==> src/rtl/serial_master_port.sv <==
// serial_master_port: serial bus master bridge; optional ack/read-bit timeout via SERIAL_MASTER_TIMEOUT_EN
module serial_master_port #(
  parameter int ADDR_WIDTH  = 16,
  parameter int DATA_WIDTH  = 8,
  parameter int ACK_TIMEOUT = 32
) (
  input  logic                  clk,
  input  logic                  rstn,
  input  logic                  req_valid,
  output logic                  req_ready,
  input  logic                  req_mode,
  input  logic [ADDR_WIDTH-1:0] req_addr,
  input  logic [DATA_WIDTH-1:0] req_wdata,
  output logic                  rsp_valid,
  output logic [DATA_WIDTH-1:0] rsp_rdata,
  output logic                  rsp_err,
  output logic                  m_breq,
  input  logic                  m_bgrant,
  output logic                  m_mode,
  output logic                  m_wvalid,
  output logic                  m_wdata,
  input  logic                  m_rvalid,
  input  logic                  m_rdata,
  input  logic                  m_ack,
  input  logic                  m_split
);
  localparam int MW = ADDR_WIDTH > DATA_WIDTH ? ADDR_WIDTH : DATA_WIDTH;
  localparam int CW = $clog2(MW) + 1;
  typedef enum logic [2:0] {IDLE, REQ, ADDR, ACK_WAIT, WDATA, RDATA, SPLIT, DONE} state_t;
  state_t state, state_d;
  logic [CW-1:0] cnt, cnt_d;
  logic mode_q, split_rd, tmo_hit, err_q, cap, adv, last_a, last_d;
  logic [ADDR_WIDTH-1:0] addr_q;
  logic [DATA_WIDTH-1:0] wdata_q, rdata_q, rdata_next, rsp_rdata_q;
  assign last_a = cnt == CW'(ADDR_WIDTH - 1);
  assign last_d = cnt == CW'(DATA_WIDTH - 1);
`ifdef SERIAL_MASTER_TIMEOUT_EN
  localparam int TW = $clog2(ACK_TIMEOUT) + 1;
  logic [TW-1:0] tmo;
  assign tmo_hit = tmo == TW'(ACK_TIMEOUT - 1) && m_bgrant && !m_split &&
                   ((state == ACK_WAIT && !m_ack) || (state == RDATA && !m_rvalid));
  // idle-cycle counter restarts on every state change and every received read bit
  always_ff @(posedge clk) begin
    if (!rstn) begin
      tmo   <= '0;
      err_q <= 1'b0;
    end else begin
      tmo   <= (state_d != state || (state != ACK_WAIT && state != RDATA) || (state == RDATA && m_rvalid)) ? '0 : tmo + 1'b1;
      err_q <= tmo_hit;
    end
  end
`else
  assign tmo_hit = 1'b0;
  assign err_q   = 1'b0;
`endif
  always_comb begin
    state_d = state;
    case (state)
      IDLE:     if (req_valid) state_d = REQ;
      REQ:      if (m_bgrant) state_d = ADDR;
      ADDR:     state_d = !m_bgrant ? REQ : last_a ? ACK_WAIT : ADDR;
      ACK_WAIT: state_d = m_split ? SPLIT : !m_bgrant ? REQ : m_ack ? (mode_q ? WDATA : RDATA) : tmo_hit ? DONE : ACK_WAIT;
      WDATA:    state_d = !m_bgrant ? REQ : last_d ? DONE : WDATA;
      RDATA:    state_d = m_split ? SPLIT : !m_bgrant ? REQ : ((m_rvalid && last_d) || tmo_hit) ? DONE : RDATA;
      SPLIT:    if (!m_split && m_bgrant) state_d = split_rd ? RDATA : ACK_WAIT;
      default:  state_d = IDLE;
    endcase
  end
  // bit count survives a split; any other phase change restarts it
  assign adv        = state == ADDR || state == WDATA || (state == RDATA && m_rvalid);
  assign cnt_d      = (state == SPLIT || state_d == SPLIT) ? cnt : (state_d != state) ? '0 : cnt + CW'(adv);
  assign cap        = state == RDATA && m_rvalid && (state_d == RDATA || state_d == DONE);
  assign rdata_next = (rdata_q & ~(DATA_WIDTH'(1) << cnt)) | (DATA_WIDTH'(m_rdata) << cnt);
  always_ff @(posedge clk) begin
    if (!rstn) begin
      state       <= IDLE;
      cnt         <= '0;
      mode_q      <= 1'b0;
      split_rd    <= 1'b0;
      addr_q      <= '0;
      wdata_q     <= '0;
      rdata_q     <= '0;
      rsp_rdata_q <= '0;
    end else begin
      state <= state_d;
      cnt   <= cnt_d;
      if (state == IDLE && req_valid) begin
        mode_q  <= req_mode;
        addr_q  <= req_addr;
        wdata_q <= req_wdata;
      end
      if (cap) rdata_q <= rdata_next;
      if (cap && state_d == DONE) rsp_rdata_q <= rdata_next;
      if (state_d == SPLIT && state != SPLIT) split_rd <= state == RDATA;
    end
  end
  assign req_ready = state == IDLE;
  assign m_breq    = state != IDLE && state != DONE;
  assign m_wvalid  = state == ADDR || state == WDATA;
  assign m_mode    = state == ADDR && mode_q;
  assign m_wdata   = state == ADDR  ? |(addr_q & (ADDR_WIDTH'(1) << cnt)) :
                     state == WDATA ? |(wdata_q & (DATA_WIDTH'(1) << cnt)) : 1'b0;
  assign rsp_valid = state == DONE;
  assign rsp_rdata = rsp_rdata_q;
  assign rsp_err   = state == DONE && err_q;
endmodule

==> config.mk <==
export PLATFORM = sky130hd
export DESIGN_NAME = serial_master_port
export DESIGN_NICKNAME = d
export VERILOG_FILES = /design/src/rtl/serial_master_port.sv
export SDC_FILE = /design/constraint.sdc
export NUM_CORES = 1
export LEC_CHECK = 0
export ABC_AREA = 1
export BUFFER_PORTS_ARGS = -buffer_cell sky130_fd_sc_hd__buf_4
export CORE_MARGIN = 1
export CORE_UTILIZATION = 45
export DETAILED_ROUTE_END_ITERATION = 10
export HOLD_SLACK_MARGIN = 0.06
export PLACE_DENSITY = 0.67
export REMOVE_ABC_BUFFERS = 1
export SYNTH_ARGS = -nofsm -noshare
export SYNTH_HDL_FRONTEND = slang
export SYNTH_SLANG_ARGS = --single-unit
==> constraint.sdc <==
create_clock -name clk -period 2.25 [get_ports clk]
set_input_delay 0.225 -clock clk [delete_from_list [all_inputs] [get_ports clk]]
set_output_delay 0.225 -clock clk [all_outputs]
set_load 0.02 [all_outputs]
# Word level (Yosys, flattened, before mapping)
# Cells that the tools add are included.
totals:
  register_bits: 50
  output_inout_bits: 15
  in_bits: 33
  elab_cells: 69
classes:
  bitwise: 5
  eq_ne: 15
  n_shift: 3
  muxes: 19
  addsub: 1
  n_reduce_logical: 18
op_table:
  columns: ["op", "n"]
  rows:
  - ["$mux 3", 10]
  - ["$eq 3x3->1 const B", 7]
  - ["$pmux 3 s7", 1]
  - ["$and 16x16->16", 1]
  - ["$and 8x8->8", 2]
  - ["$reduce_or 16->1", 1]
  - ["$shl 1x5->16 const A", 1]
  - ["$logic_and 1x1->1", 9]
  - ["$not 8->8", 1]
  - ["$or 8x8->8", 1]
  - ["$reduce_or 8->1", 1]
  - ["$shl 1x5->8", 1]
  - ["$shl 1x5->8 const A", 1]
  - ["$eq 3x2->1 const B", 2]
  - ["$mux 2", 3]
  - ["$ne 3x3->1 const B", 2]
  - ["$add 5x1->5", 1]
  - ["$eq 5x3->1 const B", 1]
  - ["$eq 5x4->1 const B", 1]
  - ["$mux 5", 1]
  - ["$logic_or 1x1->1", 4]
  - ["$mux 1", 4]
  - ["$eq 3x1->1 const B", 1]
  - ["$logic_not 3->1", 1]
  - ["other kinds (3)", 3]

# Depth between registers and ports, before layout
# Gate-level depths: netlist (run 1).
depth:
  word_depth: 10
  mapped_depth: 15
  ltp_nobuf: 15

# Least setup slack after synthesis (run 1)
# No wires, ideal clock.
synth_timing:
  kind: "reg2out"
  from: "register cnt[1]"
  to: "output port m_wdata"
  n_path_buf: 1
  stages_incl_launch_ff: 8
  required_time_ns: 2.025
  path_slack_ns: 0.429
  arrival_time_ns: 1.596
  path_cell_list: "dfxtp_1 clkbuf_1 nand3_1 o22ai_1 nor2_1 a21oi_1 a21oi_1 o21ai_0"
synth_between:
  elab_chain_len: 5
  word_cells_on_any_way: 8
  cone_classes: "2 x shift; 2 x mux; 2 x bitwise; 2 x reduce/logical"
synth_lines:
  columns: ["element", "line_no", "rtl"]
  rows:
  - ["start, declared", "31", "logic [CW-1:0] cnt, cnt_d;"]
  - ["start signal, assigned", "86", "cnt <= cnt_d;"]
  - ["$shl 1x5->8", "102", "state == WDATA ? |(wdata_q & (DATA_WIDTH'(1) << cnt)) : 1'b0;"]
  - ["$and 8x8->8", "102", null]
  - ["$reduce_or 8->1", "102", null]
  - ["$mux 1", "102", null]
  - ["$mux 1 (*)", "101", "assign m_wdata = state == ADDR ? |(addr_q & (ADDR_WIDTH'(1) << cnt)) :"]
  - ["end, declared", "21", "output logic m_wdata,"]
# Every way passes the cells marked *; elsewhere a longest branch is shown, timed or not.

# Worst setup path after layout (run 1)
layout_timing:
  from: "register cnt[2]"
  to: "output port m_wdata"
# The elaborated chain is that of the path after synthesis.

==> results of run 1 <==
-- layout by cell type, fill, tap and decap left out, drive strengths merged --
cell type	synthesis	final
inv	77	77
nand2	75	75
o21ai	53	53
dfxtp	50	50
nor2	49	49
buf	7	48
a21oi	36	36
nand3	18	18
o22ai	10	10
or2	7	7
clkbuf	11	5
nand4	4	4
ha	2	2
clkinvlp	0	2
nor3	2	2
nand3b	1	1
clkinv	1	1
a31oi	1	1
mux2i	1	1
a211oi	1	1
and3	1	1
o21a	1	1
conb	1	1
-- logic make-up (layout without fill, tap and decap cells) --
kind of cell	count (synthesis)	count (layout)	synth area share [%]
flops	50	50	37.2
mux	1	1	0.372
compound gates	102	102	19.6
other cells	1	1	0.139
fa+ha+maj	2	2	0.929
buf+inv	96	133	14.3
simple gates	157	157	27.5
-- report_power, final --
part / internal, W / total (W) / leakage (nW) / switching [W]
registers: 0.000934 / 0.000954 / 0.410 / 0.0000206
logic: 0.000109 / 0.000279 / 1.05 / 0.000170
clock network: 0.000213 / 0.000512 / 0.0362 / 0.000300
total: 0.00126 / 0.00175 / 1.49 / 0.000490
-- layout make-up --
type | count | area share [%]
Clock buffer | 5 | 2.19
Clock inverter | 2 | 0.477
Inverter | 78 | 9.31
Multi-Input combinational cell | 263 | 41.7
Sequential cell | 50 | 32.0
Tap cell | 72 | 2.86
Timing Repair Buffer | 48 | 11.5
-- what timing repair did --
item	4_1_cts	5_1_grt
setup buffers	0	0
gates resized for setup	2	3
endpoints found under the setup margin	1	12
hold endpoints to repair	0	0
gates cloned	0	0
-- registers in the layout, summed over array words and instances (netlist names) --
register   count
addr_q        16
cnt            5
mode_q         1
rdata_q        8
rsp_rdata      8
split_rd       1
state          3
wdata_q        8
-- metrics by stage --
stage	area, um^2	worst slack, ns	util (%)	instances
after global placement	3050	0.246	54.1	511
final	3150	0.223	55.8	518
after detailed placement	3050	0.203	54.1	511
after global routing	3150	0.00790	55.8	518
after CTS	3140	0.0275	55.7	518
after floorplan	2600	0.442	-	391
-- synthesized netlist by cell type, types with 2 or more instances --
| master | instances | share of area (%) |
|---|---|---|
| inv_1 | 71 | 9.9 |
| nand2_1 | 68 | 9.5 |
| dfxtp_1 | 50 | 37 |
| o21ai_0 | 41 | 7.6 |
| nor2_1 | 40 | 5.6 |
| a21oi_1 | 36 | 6.7 |
| nand3_1 | 15 | 2.8 |
| o21ai_1 | 12 | 2.2 |
| clkbuf_1 | 10 | 1.4 |
| o22ai_1 | 10 | 2.3 |
| or2_1 | 7 | 1.6 |
| inv_2 | 6 | 0.84 |
| nand2_2 | 6 | 1.4 |
| nor2_2 | 6 | 1.4 |
| buf_2 | 4 | 0.74 |
| nand4_1 | 4 | 0.93 |
| buf_6 | 2 | 0.84 |
| ha_1 | 2 | 0.93 |
| nand3_2 | 2 | 0.74 |
| nor2_4 | 2 | 0.84 |
| nor3_1 | 2 | 0.37 |
-- worst min path at each step --
stage               slack, ns          to  depth (start not counted)
floorplan                0.36  wdata_q[5]                          2
global placement         0.44  rdata_q[4]                          2
detailed placement       0.45  rdata_q[0]                          2
CTS                      0.14  wdata_q[5]                          3
global route             0.16  wdata_q[5]                          3
finish                   0.14  wdata_q[5]                          3
-- critical path: stages, from the launching register on --
cell and delay, ns:
dfxtp_1 0.49, nand2_1 0.14, inv_2 0.11, nand2_1 0.13
o22ai_1 0.18, nor2_1 0.07, nand2_1 0.07, nand2_1 0.04
o21ai_1 0.10, buf_4 0.17
-- routing by layer --
layer,GRT usage (%),vias to the layer above,routed length (um)
li1,-,1359,-
met5,0,-,0
met3,2.40,10,225
met1,28.4,1125,3010
met2,31.6,49,2430
met4,8.55,0,100
==> results.py, run 1 <==
metrics = {
    "timing": {
        "hold_violations": 0,
        "fmaxAchievable_ghz": 0.493,
        "setup_viol_count_final": 0,
        "maxSlewViolCount": 0,
        "worst_hold_slack_ns": 0.139,
        "rsz0062_at_grt": "false",
        "fin_crit_ns": 2.03,
        "setup_tns_ns": 0,
        "fin_skew_ns": 0.00955,
        "finalCritPeriodShare_pct": 90.1,
    },
    "detailed_routing": {
        "drt-pass1-iter-count": 4,
        "drt-initial-drc-count": 125,
        "ant_nets": 0,
        "avgRoutedWirePerCell_um": 11.1,
        "drcViolationCount": 0,
        "via_per_inst": 4.91,
        "vias": 2543,
        "totalWireLength_um": 5770,
    },
    "worst_setup_path": {
        "reg2reg_from": "cnt[2]",
        "reg2reg_setup_slack_ns": 0.28,
        "cp.required_ns": 2.03,
        "crit_path_start": "cnt[2]",
        "worstReg2RegEnd": "rsp_rdata[6]",
        "worstSetupEndpointType": "primary output",
        "crit_end": "m_wdata",
        "cp.arrival_ns": 1.80,
        "reg2reg_depth": 13,
        "cp_max_fo": 9,
        "startpoint_type": "flip-flop",
        "criticalPathCategory": "flip-flop to primary output",
    },
    "cells_and_area": {
        "seqCellArea_um2": 1010,
        "drive_above_1_share_pct": 18.6,
        "fillers": 565,
        "syn_to_final_growth_pct": 16.8,
        "multi_input_area_um2": 1310,
        "nets": 481,
        "antennaDiodeCount": 0,
    },
    "pwr": {
        "cellLeakagePower_nw": 1.49,
        "vdd_drop_max_v": 0.000217,
        "power_density_nw_per_um2": 555,
        "fin_total_pwr_w": 0.00175,
    },
    "floorplan": {
        "die_area_um2": 6300,
        "boundaryPins": 48,
        "die_y_um": 79.4,
        "die_width_um": 79.4,
        "core_um2": 5640,
        "start_util_pct": 47.7,
        "rows": 27,
    },
    "synth": {
        "mappedNetlistArea_um2": 2690,
        "async_reset_ff_share_pct": 0,
        "synth-edff-count": 0,
        "synth.distinct_cells": 34,
        "yosys_warnings": 0,
        "synth_seq_cells": 50,
        "synthFlopType": "dfxtp_1",
        "ys_seq_area_share_pct": 37.2,
        "netlist_instances": 409,
        "syn_area_per_cell_um2": 6.59,
    },
    "clock_network": {
        "clk_latency_ns": 0.30,
        "cts_buffer_depth": 2,
        "cts_buffers": 5,
        "h-tree-depth": 2,
        "clock-root-buffer": "clkbuf_8",
        "clock-sinks": 50,
        "clk_pin_slew_ns": 0.10,
        "ctsHoldBuffers": 0,
        "cts_tree": "built",
    },
    "global_route": {
        "overflow": 0,
        "grt_max_degree": 47,
        "grt_pass1_vias": 2317,
        "antenna_found_initial": 0,
        "grt_pass1_wl_um": 10200,
        "track_usage_pct": 20.4,
    },
    "run_status": {
        "outcome": "complete, no violations",
    },
    "min_path": {
        "min_from": "req_wdata[5]",
        "min_path_type": "input port to flip-flop",
    },
    "place": {
        "detailed_place_hpwl_um": 4330,
        "place.gp.congestion": 0.862,
        "portBuffers": 46,
    },
    "flow_run": {
        "maxCapViolCount": 0,
    },
}
Note: power is estimated with default switching activity, not from simulation.
==> run 2: changes to the inputs <==
--- a/config.mk
+++ b/config.mk
@@ -5,13 +5,13 @@
 export SDC_FILE = /design/constraint.sdc
 export NUM_CORES = 1
 export LEC_CHECK = 0
-export ABC_AREA = 1
+export ABC_AREA = 0
 export BUFFER_PORTS_ARGS = -buffer_cell sky130_fd_sc_hd__buf_4
 export CORE_MARGIN = 1
 export CORE_UTILIZATION = 45
 export DETAILED_ROUTE_END_ITERATION = 10
 export HOLD_SLACK_MARGIN = 0.06
-export PLACE_DENSITY = 0.67
+export PLACE_DENSITY = 0.66
 export REMOVE_ABC_BUFFERS = 1
 export SYNTH_ARGS = -nofsm -noshare
 export SYNTH_HDL_FRONTEND = slang
==> results.py, run 2 <==
metrics = {
    "detailed_routing": {
        "vias": 2457,
        "wl_met2_um": 2810,
        "drcViolationCount": 0,
        "drt-pass1-iter-count": 4,
        "ant_nets": 0,
        "route.met3.wl_um": 195,
        "highest_layer": "met4",
        "wl_met1_um": 2990,
        "totalWireLength_um": 6060,
        "drt-initial-drc-count": 133,
        "via_per_inst": 5.25,
        "avgRoutedWirePerCell_um": 12.9,
    },
    "global_route": {
        "track_usage_pct": 20.5,
        "grt_max_degree": 26,
        "overflow": 0,
        "grt_pass1_vias": 2240,
        "antenna_found_initial": 0,
        "grt_pass1_wl_um": 10400,
    },
    "clock_network": {
        "h-tree-depth": 2,
        "clk_latency_ns": 0.30,
        "cts_buffer_depth": 2,
        "cts_tree": "built",
        "clock-sinks": 50,
        "clock-root-buffer": "clkbuf_8",
        "cts_buffers": 5,
        "clk_pin_slew_ns": 0.09,
    },
    "worst_setup_path": {
        "cp_max_fo": 3,
        "reg2reg_from": "state[0]",
        "cp.required_ns": 2.03,
        "crit_path_start": "cnt[1]",
        "cp.arrival_ns": 2.05,
        "worstSetupEndpointType": "primary output",
        "worstReg2RegEnd": "cnt[2]",
        "criticalPathCategory": "flip-flop to primary output",
        "reg2reg_setup_slack_ns": 0.16,
        "reg2reg_depth": 7,
        "startpoint_type": "flip-flop",
    },
    "cells_and_area": {
        "largest_reg_flops": 16,
        "syn_to_final_growth_pct": 20.5,
        "final_cell_mix": "nand2_1, buf_4, dfxtp_1, a21oi_1, nor2_1",
        "post-route-util_pct": 56.5,
        "antennaDiodeCount": 0,
        "regMostFlops": "addr_q",
        "fillers": 593,
        "layout_commonest_cell": "nand2_1",
        "nets": 427,
        "drive_above_1_share_pct": 25.7,
    },
    "timing": {
        "setup_tns_ns": -0.0207,
        "finalCritPeriodShare_pct": 101,
        "setup_viol_count_final": 1,
        "fin_ws_ns": -0.0207,
        "fmaxAchievable_ghz": 0.440,
        "maxSlewViolCount": 0,
        "worst_hold_slack_ns": 0.162,
        "hold_violations": 0,
        "rsz0062_at_grt": "true",
        "fin_crit_ns": 2.27,
        "fin_skew_ns": 0.00328,
    },
    "min_path": {
        "min_to": "addr_q[7]",
        "whs_path_depth": 3,
        "min_from": "req_addr[7]",
        "min_path_type": "input port to flip-flop",
    },
    "synth": {
        "netlist_instances": 347,
        "ys_seq_area_share_pct": 36.1,
        "yosys-top-cells-count": "nand2_1, dfxtp_1, a21oi_1",
        "syn_area_per_cell_um2": 8.00,
        "synth_top_area_share_pct": 36.1,
        "synth.area.top_cells": "dfxtp_1, nand2_1, a21oi_1",
        "mappedNetlistArea_um2": 2780,
        "synth_top_area_cell": "dfxtp_1",
        "yosys_warnings": 0,
        "synth_most_common_cell": "nand2_1",
        "synth-edff-count": 0,
        "synth.distinct_cells": 62,
        "synth_seq_cells": 50,
        "async_reset_ff_share_pct": 0,
        "synthFlopType": "dfxtp_1",
    },
    "pwr": {
        "power_density_nw_per_um2": 558,
        "cellLeakagePower_nw": 1.29,
        "fin_total_pwr_w": 0.00187,
        "vdd_drop_max_v": 0.000403,
    },
    "run_status": {
        "failed_checks": "negative setup slack",
        "outcome": "finished with violations",
    },
    "place": {
        "place.gp.congestion": 0.845,
        "detailed_place_hpwl_um": 4360,
        "portBuffers": 46,
    },
    "floorplan": {
        "boundaryPins": 48,
        "core_um2": 5920,
        "die_area_um2": 6490,
        "rows": 28,
        "die_width_um": 80.6,
        "start_util_pct": 46.9,
        "die_y_um": 80.6,
    },
    "flow_run": {
        "maxCapViolCount": 0,
    },
}
[run 2: changes by cell type after synthesis, moves of 7 or more]
| cell | change |
|---|---|
| mux2i_1 | +11 |
| or2_1 | -7 |
| o21ai_1 | -12 |
| nand2_1 | +16 |
| buf_2 | +9 |
| nor2b_1 | +7 |
| o22ai_1 | -10 |
| nor2_1 | -12 |
| inv_1 | -67 |
| o21ai_0 | -32 |
[run 2: kinds of logic after synthesis]
kind of cell | after synthesis | synth area share [%]
multiplexers | 17 | 7.57
flip-flops | 50 | 36.1
AND/OR/NAND/NOR | 160 | 27.2
AO/OA/AOI/OAI | 82 | 21.5
buffers and inverters | 34 | 6.26
adder cells (fa/ha/maj) | 2 | 0.901
XOR/XNOR | 1 | 0.316
other | 1 | 0.135
[run 2: metrics by stage]
stage               cell area [um^2]  cells  setup WS [ns]
global route                    3350    468        -0.0820
global placement                3190    456          0.224
finish                          3350    468        -0.0207
floorplan                       2620    317         0.0955
CTS                             3310    464        -0.0393
detailed placement              3190    456          0.189
[run 2: per-layer routing]
layer	GRT usage (%)	vias to the layer above
li1	-	1287
met1	27.8	1121
met2	32.8	42
met3	3.41	7
met4	6.79	0
met5	0	-
[run 2: report_power, final]
| group | internal, W | switching [W] | leakage [nW] |
|---|---|---|---|
| registers | 0.000920 | 0.0000283 | 0.408 |
| logic | 0.000135 | 0.000159 | 0.829 |
| clock network | 0.000333 | 0.000292 | 0.0524 |
| total | 0.00139 | 0.000479 | 1.29 |
[run 2: worst max-delay path by stage]
| stage | cells past startpoint | slack (ns) | end |
|---|---|---|---|
| after CTS | 5 | -0.04 | m_wdata |
| final | 5 | -0.02 | m_wdata |
| after detailed placement | 8 | 0.19 | cnt[2] |
| after global placement | 5 | 0.22 | m_wdata |
| after global routing | 5 | -0.08 | m_wdata |
| after floorplan | 4 | 0.1 | m_wdata |
[run 2: worst max-delay path: stages (launching register included)]
cell     delay, ns
dfxtp_4       0.38
mux4_2        0.50
mux4_2        0.48
o21ai_1       0.13
a21oi_1       0.08
buf_4         0.18
[run 2: final cells by class]
class                           count  area, um^2  area share [%]
Multi-Input combinational cell    263        1610            48.0
Sequential cell                    50        1010            30.1
Timing Repair Buffer               68         518            15.5
Tap cell                           75        93.8            2.80
Clock buffer                        7        76.3            2.28
Clock inverter                      1        30.0           0.898
Inverter                            4        15.0           0.449
[run 2: timing repair]
| action | CTS | global route |
|---|---|---|
| hold buffers | 0 | 0 |
| endpoints found under the setup margin | 1 | 8 |
| resized for setup | 4 | 4 |
| gates cloned | 0 | 0 |
| pin swaps | 1 | 1 |
| buffers inserted | 0 | 4 |
==> run 3: changes to the inputs <==
--- a/config.mk
+++ b/config.mk
@@ -10,6 +10,7 @@
 export CORE_MARGIN = 1
 export CORE_UTILIZATION = 45
 export DETAILED_ROUTE_END_ITERATION = 10
+export GPL_TIMING_DRIVEN = 0
 export HOLD_SLACK_MARGIN = 0.06
 export PLACE_DENSITY = 0.66
 export REMOVE_ABC_BUFFERS = 1
==> results.py, run 3 (synthesis results as in run 2) <==
metrics = {
    "cells_and_area": {
        "regMostFlops": "addr_q",
        "fillers": 564,
        "syn_to_final_growth_pct": 17.4,
        "seqCellArea_um2": 1020,
        "nets": 414,
        "layout_commonest_cell": "nand2_1",
        "antennaDiodeCount": 0,
        "final_cell_mix": "nand2_1, buf_4, dfxtp_1, a21oi_1, nor2_1",
        "multi_input_area_um2": 1610,
        "fin_cells": 455,
        "drive_above_1_share_pct": 25.3,
        "post-route-util_pct": 55.1,
        "largest_reg_flops": 16,
    },
    "timing": {
        "fin_skew_ns": 0.00536,
        "fmaxAchievable_ghz": 0.430,
        "fin_crit_ns": 2.33,
        "maxSlewViolCount": 0,
        "worst_hold_slack_ns": 0.153,
        "setup_viol_count_final": 1,
        "rsz0062_at_grt": "true",
        "hold_violations": 0,
        "setup_tns_ns": -0.0755,
        "tightest_slew_ns": 0.876,
        "finalCritPeriodShare_pct": 103,
        "max_slew_margin_pct": 41.5,
        "fin_ws_ns": -0.0755,
    },
    "detailed_routing": {
        "ant_nets": 0,
        "vias": 2401,
        "avgRoutedWirePerCell_um": 12.8,
        "via_per_inst": 5.28,
        "drt-pass1-iter-count": 4,
        "totalWireLength_um": 5840,
        "drt-initial-drc-count": 118,
        "drcViolationCount": 0,
    },
    "clock_network": {
        "cts_buffers": 5,
        "clock-root-buffer": "clkbuf_8",
        "clk_pin_slew_ns": 0.09,
        "clock-sinks": 50,
        "clk_latency_ns": 0.31,
        "cts_buffer_depth": 2,
        "cts_tree": "built",
        "h-tree-depth": 2,
    },
    "run_status": {
        "outcome": "finished with violations",
        "failed_checks": "negative setup slack",
    },
    "pwr": {
        "p_sw_share_pct": 27.3,
        "vdd_drop_max_v": 0.000392,
        "power.share.clock_pct": 30.9,
        "comb_power_share_pct": 15.1,
        "internal-power_w": 0.00129,
        "p_seq_share_pct": 53.9,
        "cellLeakagePower_nw": 1.22,
        "power_density_nw_per_um2": 543,
        "p_sw_w": 0.000482,
        "fin_total_pwr_w": 0.00177,
    },
    "floorplan": {
        "die_area_um2": 6490,
        "start_util_pct": 46.9,
        "die_y_um": 80.6,
        "die_width_um": 80.6,
        "boundaryPins": 48,
        "core_um2": 5920,
        "rows": 28,
    },
    "global_route": {
        "antenna_found_initial": 0,
        "grt_pass1_vias": 2246,
        "grt_max_degree": 49,
        "track_usage_pct": 20.2,
        "overflow": 0,
        "grt_pass1_wl_um": 10200,
    },
    "worst_setup_path": {
        "reg2reg_depth": 7,
        "cp.required_ns": 2.03,
        "startpoint_type": "flip-flop",
        "worstSetupEndpointType": "primary output",
        "cp_max_fo": 4,
        "criticalPathCategory": "flip-flop to primary output",
        "cp.arrival_ns": 2.10,
    },
    "min_path": {
        "whs_path_depth": 3,
        "min_path_type": "input port to flip-flop",
    },
    "place": {
        "portBuffers": 46,
        "place.gp.congestion": 0.854,
        "dp_cells": 438,
        "detailed_place_hpwl_um": 3880,
    },
    "flow_run": {
        "maxCapViolCount": 0,
    },
}
## run 3: cell count changes in the layout (fill, tap and decap cells not counted), moves of 2 or more
cell	previous run	this run
dfxtp_2	1	3
dfxtp_1	48	44
clkbuf_1	2	0
dfxtp_4	1	3
buf_4	67	53
## run 3: worst paths after layout
path | end | slack, ns | from
worst min register to register | wdata_q[6] | 0.46 | wdata_q[6]
worst max register to register | cnt[4] | 0.15 | state[2]
worst max-delay path | m_wdata | -0.08 | cnt[1]
worst min-delay path | addr_q[12] | 0.15 | req_addr[12]
## run 3: worst max-delay path: stages, from the launching register on
cell and delay [ns]:
dfxtp_4 0.38, mux4_2 0.51, mux4_2 0.49, o21ai_1 0.16
a21oi_2 0.08, buf_4 0.17
## run 3: per-stage QoR
| stage | cell area [um^2] | setup slack, ns |
|---|---|---|
| after global routing | 3260 | -0.164 |
| final | 3260 | -0.0755 |
| after floorplan | 2620 | 0.0955 |
| after global placement | 3060 | -0.284 |
| after detailed placement | 3060 | -0.331 |
| after CTS | 3190 | -0.0981 |
## run 3: power by group through the flow
stage	logic, W	registers [W]	clock network, W
after floorplan	0.000166	0.000967	0
after global placement	0.000262	0.000975	0
after detailed placement	0.000265	0.000977	0
after CTS	0.000267	0.000955	0.000564
after global routing	0.000304	0.000961	0.000598
final	0.000267	0.000954	0.000547
## run 3: cell type report
cell class                 count  share of cell area, %
tap                           75                   2.88
sequential                    50                   31.2
timing repair buffer          55                   13.2
multi-input combinational    263                   49.4
inverter                       4                  0.461
clock inverter                 2                  0.384
clock buffer                   6                   2.53
## run 3: timing repair
item | 4_1_cts | 5_1_grt
endpoints found under the setup margin | 19 | 17
pin swaps | 1 | 4
gates resized for setup | 9 | 5
endpoints found under the hold margin | 0 | 0
hold buffers | 0 | 0
buffers inserted | 3 | 6
## run 3: per-layer routing
metal / track usage [%] / wire, um / up-vias
li1: - / - / 1268
met1: 26.8 / 2870 / 1086
met3: 3.41 / 183 / 9
met4: 6.43 / 80 / 0
met5: 0 / 0 / -
met2: 32.9 / 2700 / 38
